File: src/rtl/gt_cache_pkg.sv
// Shared cache-side types and widths used by the victim cache and the writeback buffer.
package gt_cache_pkg;

  localparam int LINE_BITS   = 256;
  localparam int ADDR_BITS   = 32;
  localparam int OFFSET_BITS = 5;
  localparam int TAG_BITS    = ADDR_BITS - OFFSET_BITS;

  typedef logic [LINE_BITS-1:0] line_t;
  typedef logic [TAG_BITS-1:0]  tag_t;

  function automatic tag_t addrToTag(input logic [ADDR_BITS-1:0] addr);
    return addr[ADDR_BITS-1:OFFSET_BITS];
  endfunction

endpackage

File: src/rtl/gt_writeback_buffer_if.sv
// Eviction, memory-write and read-forward signals between the victim cache, memory and the buffer.
interface gt_writeback_buffer_if #(
  parameter int DEPTH = 4
);
  import gt_cache_pkg::*;

  logic                   evictValid;
  logic [ADDR_BITS-1:0]   evictAddr;
  line_t                  evictData;
  logic                   evictReady;

  logic                   memWrValid;
  logic [ADDR_BITS-1:0]   memWrAddr;
  line_t                  memWrData;
  logic                   memWrReady;

  logic [ADDR_BITS-1:0]   lookupAddr;
  logic                   lookupHit;
  line_t                  lookupData;

  logic [$clog2(DEPTH):0] count;

  modport master (
    output evictValid, evictAddr, evictData, memWrReady, lookupAddr,
    input  evictReady, memWrValid, memWrAddr, memWrData, lookupHit, lookupData, count
  );

  modport slave (
    input  evictValid, evictAddr, evictData, memWrReady, lookupAddr,
    output evictReady, memWrValid, memWrAddr, memWrData, lookupHit, lookupData, count
  );

endinterface

File: src/rtl/gt_wb_match.sv
// DEPTH-way tag compare; when several entries match, the one furthest from the head (youngest) wins.
module gt_wb_match
  import gt_cache_pkg::*;
#(
  parameter int DEPTH = 4,
  parameter int PTR_W = $clog2(DEPTH)
) (
  input  tag_t             tag_i,
  input  tag_t             tags_i [DEPTH],
  input  logic [DEPTH-1:0] valid_i,
  input  logic [PTR_W-1:0] head_i,
  output logic             hit_o,
  output logic [DEPTH-1:0] onehot_o
);

  logic [PTR_W-1:0] age;
  logic [PTR_W-1:0] bestAge;
  logic [PTR_W-1:0] bestIdx;

  // Age is the slot's distance from the head, so a larger age means a younger entry.
  always_comb begin
    hit_o   = 1'b0;
    age     = '0;
    bestAge = '0;
    bestIdx = '0;
    for (int i = 0; i < DEPTH; i++) begin
      age = PTR_W'(i) - head_i;
      if (valid_i[i] && (tags_i[i] == tag_i) && (!hit_o || (age >= bestAge))) begin
        hit_o   = 1'b1;
        bestAge = age;
        bestIdx = PTR_W'(i);
      end
    end
    onehot_o = hit_o ? ({{(DEPTH-1){1'b0}}, 1'b1} << bestIdx) : '0;
  end

endmodule

File: src/rtl/gt_writeback_buffer.sv
// Writeback buffer for evicted dirty lines: circular queue drained to memory, with
// coalescing of repeat evictions and a registered read-forward lookup.
module gt_writeback_buffer
  import gt_cache_pkg::*;
#(
  parameter int DEPTH = 4
) (
  input logic                  clk,
  input logic                  rst,
  gt_writeback_buffer_if.slave bus
);

  localparam int              PTR_W      = $clog2(DEPTH);
  localparam logic [PTR_W:0]  FULL_COUNT = (PTR_W+1)'(DEPTH);

  tag_t             tags_q [DEPTH];
  line_t            data_q [DEPTH];
  logic [DEPTH-1:0] valid_q, valid_d;
  logic [PTR_W-1:0] head_q, head_d;
  logic [PTR_W-1:0] tail_q, tail_d;
  logic [PTR_W:0]   count_q, count_d;
  logic             lookupHit_q, lookupHit_d;
  line_t            lookupData_q, lookupData_d;

  logic             accept, drain, push, coalesce;
  logic             evictHit, lookHit;
  logic [DEPTH-1:0] headOneHot, evictMask, evictOneHot, lookOneHot;
  tag_t             evictTag, lookTag;
  logic             unusedOffsetBits;

  assign evictTag         = addrToTag(bus.evictAddr);
  assign lookTag          = addrToTag(bus.lookupAddr);
  assign unusedOffsetBits = ^{bus.evictAddr[OFFSET_BITS-1:0], bus.lookupAddr[OFFSET_BITS-1:0]};

  assign bus.evictReady = (count_q != FULL_COUNT);
  assign bus.memWrValid = (count_q != '0);
  assign bus.memWrAddr  = {tags_q[head_q], {OFFSET_BITS{1'b0}}};
  assign bus.memWrData  = data_q[head_q];
  assign bus.lookupHit  = lookupHit_q;
  assign bus.lookupData = lookupData_q;
  assign bus.count      = count_q;

  // The head is excluded from coalescing so the line being presented never changes under memory.
  assign headOneHot = {{(DEPTH-1){1'b0}}, 1'b1} << head_q;
  assign evictMask  = valid_q & ~(bus.memWrValid ? headOneHot : '0);

  gt_wb_match #(.DEPTH(DEPTH)) evictMatch (
    .tag_i    (evictTag),
    .tags_i   (tags_q),
    .valid_i  (evictMask),
    .head_i   (head_q),
    .hit_o    (evictHit),
    .onehot_o (evictOneHot)
  );

  gt_wb_match #(.DEPTH(DEPTH)) lookMatch (
    .tag_i    (lookTag),
    .tags_i   (tags_q),
    .valid_i  (valid_q),
    .head_i   (head_q),
    .hit_o    (lookHit),
    .onehot_o (lookOneHot)
  );

  assign accept   = bus.evictValid && bus.evictReady;
  assign drain    = bus.memWrValid && bus.memWrReady;
  assign push     = accept && !evictHit;
  assign coalesce = accept && evictHit;

  always_comb begin
    valid_d = valid_q;
    head_d  = head_q;
    tail_d  = tail_q;
    count_d = count_q;
    if (drain) begin
      valid_d[head_q] = 1'b0;
      head_d          = head_q + 1'b1;
    end
    if (push) begin
      valid_d[tail_q] = 1'b1;
      tail_d          = tail_q + 1'b1;
    end
    case ({push, drain})
      2'b10:   count_d = count_q + 1'b1;
      2'b01:   count_d = count_q - 1'b1;
      default: count_d = count_q;
    endcase
  end

  // Lookup results reflect the contents before this edge's accept or drain.
  always_comb begin
    lookupHit_d  = lookHit;
    lookupData_d = '0;
    for (int i = 0; i < DEPTH; i++) begin
      if (lookOneHot[i]) lookupData_d = lookupData_d | data_q[i];
    end
  end

  always_ff @(posedge clk or posedge rst) begin
    if (rst) begin
      for (int i = 0; i < DEPTH; i++) begin
        tags_q[i] <= '0;
        data_q[i] <= '0;
      end
      valid_q      <= '0;
      head_q       <= '0;
      tail_q       <= '0;
      count_q      <= '0;
      lookupHit_q  <= 1'b0;
      lookupData_q <= '0;
    end else begin
      for (int i = 0; i < DEPTH; i++) begin
        if (coalesce && evictOneHot[i]) begin
          data_q[i] <= bus.evictData;
        end else if (push && (tail_q == PTR_W'(i))) begin
          tags_q[i] <= evictTag;
          data_q[i] <= bus.evictData;
        end
      end
      valid_q      <= valid_d;
      head_q       <= head_d;
      tail_q       <= tail_d;
      count_q      <= count_d;
      lookupHit_q  <= lookupHit_d;
      lookupData_q <= lookupData_d;
    end
  end

endmodule

File: src/flat_wrapper.sv
// flat-port wrapper written by rule: the top's interface ports become plain ports
module gt_writeback_buffer_flat import gt_cache_pkg::*;
#(
  parameter int DEPTH = 4
)
  (clk, rst, bus_evictValid, bus_evictAddr, bus_evictData, bus_memWrReady, bus_lookupAddr, bus_evictReady, bus_memWrValid, bus_memWrAddr, bus_memWrData, bus_lookupHit, bus_lookupData, bus_count);
  gt_writeback_buffer_if #(.DEPTH(DEPTH)) bus_i ();
  input logic clk;
  input logic rst;
  input wire logic [$bits(bus_i.evictValid)-1:0] bus_evictValid;
  input wire logic [$bits(bus_i.evictAddr)-1:0] bus_evictAddr;
  input wire logic [$bits(bus_i.evictData)-1:0] bus_evictData;
  input wire logic [$bits(bus_i.memWrReady)-1:0] bus_memWrReady;
  input wire logic [$bits(bus_i.lookupAddr)-1:0] bus_lookupAddr;
  output wire logic [$bits(bus_i.evictReady)-1:0] bus_evictReady;
  output wire logic [$bits(bus_i.memWrValid)-1:0] bus_memWrValid;
  output wire logic [$bits(bus_i.memWrAddr)-1:0] bus_memWrAddr;
  output wire logic [$bits(bus_i.memWrData)-1:0] bus_memWrData;
  output wire logic [$bits(bus_i.lookupHit)-1:0] bus_lookupHit;
  output wire logic [$bits(bus_i.lookupData)-1:0] bus_lookupData;
  output wire logic [$bits(bus_i.count)-1:0] bus_count;
  assign bus_i.evictValid = bus_evictValid;
  assign bus_i.evictAddr = bus_evictAddr;
  assign bus_i.evictData = bus_evictData;
  assign bus_i.memWrReady = bus_memWrReady;
  assign bus_i.lookupAddr = bus_lookupAddr;
  assign bus_evictReady = bus_i.evictReady;
  assign bus_memWrValid = bus_i.memWrValid;
  assign bus_memWrAddr = bus_i.memWrAddr;
  assign bus_memWrData = bus_i.memWrData;
  assign bus_lookupHit = bus_i.lookupHit;
  assign bus_lookupData = bus_i.lookupData;
  assign bus_count = bus_i.count;
  gt_writeback_buffer #(.DEPTH(DEPTH)) u_core (.clk(clk), .rst(rst), .bus(bus_i));
endmodule
File: config.mk
export PLATFORM = sky130hd
export DESIGN_NAME = gt_writeback_buffer_flat
export DESIGN_NICKNAME = d
export VERILOG_FILES = /design/src/rtl/gt_cache_pkg.sv /design/src/rtl/gt_writeback_buffer_if.sv /design/src/rtl/gt_wb_match.sv /design/src/rtl/gt_writeback_buffer.sv /design/src/flat_wrapper.sv
export SDC_FILE = /design/constraint.sdc
export NUM_CORES = 2
export LEC_CHECK = 0
export CORE_AREA = 2 2 352 354
export CTS_CLUSTER_DIAMETER = 150
export DETAILED_ROUTE_END_ITERATION = 7
export DIE_AREA = 0 0 354 356
export GPL_ROUTABILITY_DRIVEN = 0
export PLACE_DENSITY = 0.89
export SETUP_SLACK_MARGIN = 0.5
export SLEW_MARGIN = 25
export SYNTH_ARGS = -nofsm -noshare
export SYNTH_HDL_FRONTEND = slang
export SYNTH_SLANG_ARGS = --single-unit
File: constraint.sdc
create_clock -name clk -period 61.4 [get_ports clk]
set_clock_uncertainty 0.1 [all_clocks]
set_input_delay 18.42 -clock clk [delete_from_list [all_inputs] [get_ports clk]]
set_output_delay 18.42 -clock clk [all_outputs]
set_load 0.01 [all_outputs]
==> impl_metrics.tcl <==
set metrics [dict create \
    vias_per_cell 6.74 \
    initial_core_util_pct 55.4 \
    path_max_fanout 137 \
    pwr_density_cell_mw_per_mm2 55.5 \
    routed.top_layer "met5" \
    finalCritPeriodShare_pct 43.7 \
    avgSynthCellArea_um2 14.4 \
    rows 129 \
    ys_warn_count 0 \
    drive_above_1_share_pct 26.0 \
    fmax_mhz 37.2 \
    gr-usage-all-layers_pct 32.7 \
    crit_path_end_kind "flip-flop" \
    postRouteAntennaNets 0 \
    worstMarginPinSlew_ns 1.18 \
    fillers 7880 \
    clkTransAtPathRegs_ns 0.06 \
    ff2ff_path_depth 20 \
    cts_made_buffers 148 \
    rrSetupSlack_ns 52.33 \
    maxCapViolCount 0 \
    nets 5697 \
    synth_top_family_by_area "multiplexers" \
    hold_viol 0 \
    cts_buffer_depth 3 \
    cts-resized-gates 0 \
    wl_met3_um 20500 \
    grt_setup_unrepaired "no" \
    final.setup.tns_ns 0 \
    drcViolationCount 0 \
    cts_tree "done" \
    synth-compound-area-share_pct 6.91 \
    synth-simple-area-share_pct 1.38 \
    syn_area_mm2 0.0679 \
    period_minus_slack_ns 26.85 \
    grt_max_degree 179 \
    clk_latency_ns 0.81 \
    drtPass1Iterations 8 \
    synth_fa_ha_area_share_pct 0.361 \
    grt_pass1_wl_um 315000 \
    async_flop_share_pct 100 \
    portBuffers 858 \
    slew-limit-headroom_pct 21.1 \
    htreeDepth 4 \
    setup_viol 0 \
    cts_root_buf "clkbuf_16" \
    hold_class "reg2reg" \
    overflow 0 \
    final_core_util_pct 67.1 \
    critPathArrivalTime_ns 27.32 \
    antenna_found_initial 55 \
    yosysSeqAreaShare_pct 51.6 \
    grt_pass1_vias 49200 \
    postCtsSetupBuffers 0 \
    yosysUniqueCellTypes 51 \
    whs_path_depth 1 \
    dieArea_mm2 0.126 \
    die_y_um 356 \
    die_w_um 354 \
    syn_inst 4715 \
    routed_wl_um 211000 \
    hold_buffers 0 \
    leakage_nw 35.4 \
    synthToLayoutAreaGrowth_pct 21.2 \
    core-area_mm2 0.123 \
    worstSetupStartpointType "input port" \
    met1Wirelength_um 75700 \
    whs_ns 0.411 \
    critical_path_class "in2reg" \
    maxSlewViolCount 0 \
    synth_seq_cells 1400 \
    routed-wl-met2_um 99600 \
    io_pins 874 \
    synthFlopType "dfrtp_1" \
    hpwl_um 123000 \
    clock-sinks 1400 \
    ir_drop_mv 0.0431 \
    cp.required_ns 61.87 \
    synthMuxAreaShare_pct 32.1 \
    wl_per_cell_um 29.5 \
    drt_iter0_drc 5714 \
    yosys.area_share.xor_xnor_pct 2.85 \
    status "completed" \
    synth-edff-count 0 \
    vias 48200 \
]
## Yosys cell counts, types with 2 or more instances
master / number / share of area [%]
dfrtp_1: 1400 / 52
mux2_2: 821 / 14
mux2_1: 317 / 5.3
mux4_2: 283 / 9.4
inv_1: 266 / 1.5
mux2i_1: 258 / 3.8
o221ai_1: 257 / 3.3
o2111ai_1: 256 / 3.3
clkbuf_1: 213 / 1.2
xnor2_1: 155 / 2.0
buf_2: 115 / 0.85
xor2_1: 66 / 0.85
nand4_1: 57 / 0.53
buf_6: 56 / 0.93
buf_1: 35 / 0.19
nand2_1: 23 / 0.13
nor4_1: 23 / 0.21
buf_4: 20 / 0.22
ha_1: 18 / 0.33
nand2b_1: 7 / 0.064
a21oi_1: 6 / 0.044
or4_1: 6 / 0.066
nand3_1: 5 / 0.037
nand4b_1: 5 / 0.064
and2_1: 4 / 0.037
nor4b_1: 4 / 0.052
nor2_1: 3 / 0.017
o21ai_0: 3 / 0.022
o21ai_1: 3 / 0.022
o31ai_1: 3 / 0.033
a211o_1: 2 / 0.026
and3_1: 2 / 0.018
nand3b_1: 2 / 0.022
nor2b_1: 2 / 0.018
nor4_4: 2 / 0.063
o211ai_1: 2 / 0.022
## state kept, by name, summed over array words and instances (netlist names)
signal,count
u_core.data_q,1024
u_core.bus.lookupData,256
u_core.tags_q,108
u_core.valid_q,4
u_core.bus.count,3
u_core.head_q,2
u_core.tail_q,2
u_core.bus.lookupHit,1
## power breakdown
part / internal, mW / switching (mW)
registers: 1.32 / 0.358
clock network: 0.541 / 0.387
logic: 1.08 / 0.880
total: 2.94 / 1.62
## worst paths after layout
kind / start / end
worst min-delay path: u_core.data_q[525] / u_core.data_q[525]
worst min register to register: u_core.data_q[525] / u_core.data_q[525]
worst max register to register: u_core.tags_q[104] / u_core.bus.lookupData[124]
max in group asynchronous: rst / u_core.data_q[249]
worst max-delay path: bus_lookupAddr[28] / u_core.bus.lookupData[124]
min in group asynchronous: rst / u_core.data_q[149]
## metrics by stage
step / setup slack, ns / power [mW] / instance area [µm²] / cells
6_report: 34.55 / 4.56 / 82300 / 7153
5_1_grt: 34.35 / 4.73 / 82300 / 7152
4_1_cts: 34.29 / 4.53 / 82100 / 7104
3_5_place_dp: 33.45 / 3.57 / 77000 / 6838
3_3_place_gp: 33.49 / 3.48 / 77000 / 6837
2_1_floorplan: 3.40 / 2.77 / 67900 / 4719
## layout by cell type, fill, tap and decap left out, drive strengths merged, types with 4 or more instances in the layout
cell,instances
mux4,283
mux2,1138
inv,271
bufinv,11
buf,66
nand2b,7
dfrtp,1400
clkinv,30
xnor2,155
or4,6
nand4,57
nor4,25
o21ai,6
nand2,23
clkbuf,218
and2,4
nand4b,5
mux2i,258
nor4b,4
conb,5
a21oi,6
clkdlybuf4s50,858
ha,18
diode,46
nand3,5
xor2,66
o221ai,257
o2111ai,256
## cells by family (layout without fill, tap and decap cells)
group                      count (synthesis)  count (layout)
muxes                                   1679            1679
DFF                                     1400            1400
buffers and inverters                    705            1456
AOI/OAI and AO/OA                        540             540
xor gates and xnor gates                 221             221
and+or+nand+nor                          150             150
adders and majority gates                 19              19
other                                      1              51
## critical path: stages
cell and delay, ns:
clkdlybuf4s50_1 0.55, xnor2_1 0.38, nand4_1 0.22, or4_1 0.60, nor4_4 0.59, a211o_4 0.66, buf_12 0.33, mux2_1 0.38
ha_1 0.30, a21oi_1 0.27, o21ai_4 0.09, nand2_1 0.12, mux2_2 0.35, ha_1 0.27, nand2b_1 0.19, a21oi_4 0.74
buf_4 0.57, o31ai_1 0.22, nand2b_4 0.74, buf_12 0.48, o221ai_1 0.38
## per-layer routing
metal	vias up	global-route usage (%)
li1	19300	-
met1	25000	40.6
met2	3089	50.6
met3	829	8.67
met4	16	21.8
met5	-	0
## area by class of cell
type	count	area, µm²	area share, %
flip-flops and latches	1400	35000	42.6
multi-input cells	2614	29700	36.1
repair buffers	924	9370	11.4
clock buffers	218	4350	5.28
well taps	1637	2050	2.49
inverters	266	1010	1.23
clock inverters	48	693	0.842
diodes	46	115	0.140
Note: power is estimated with default switching activity, not from simulation.
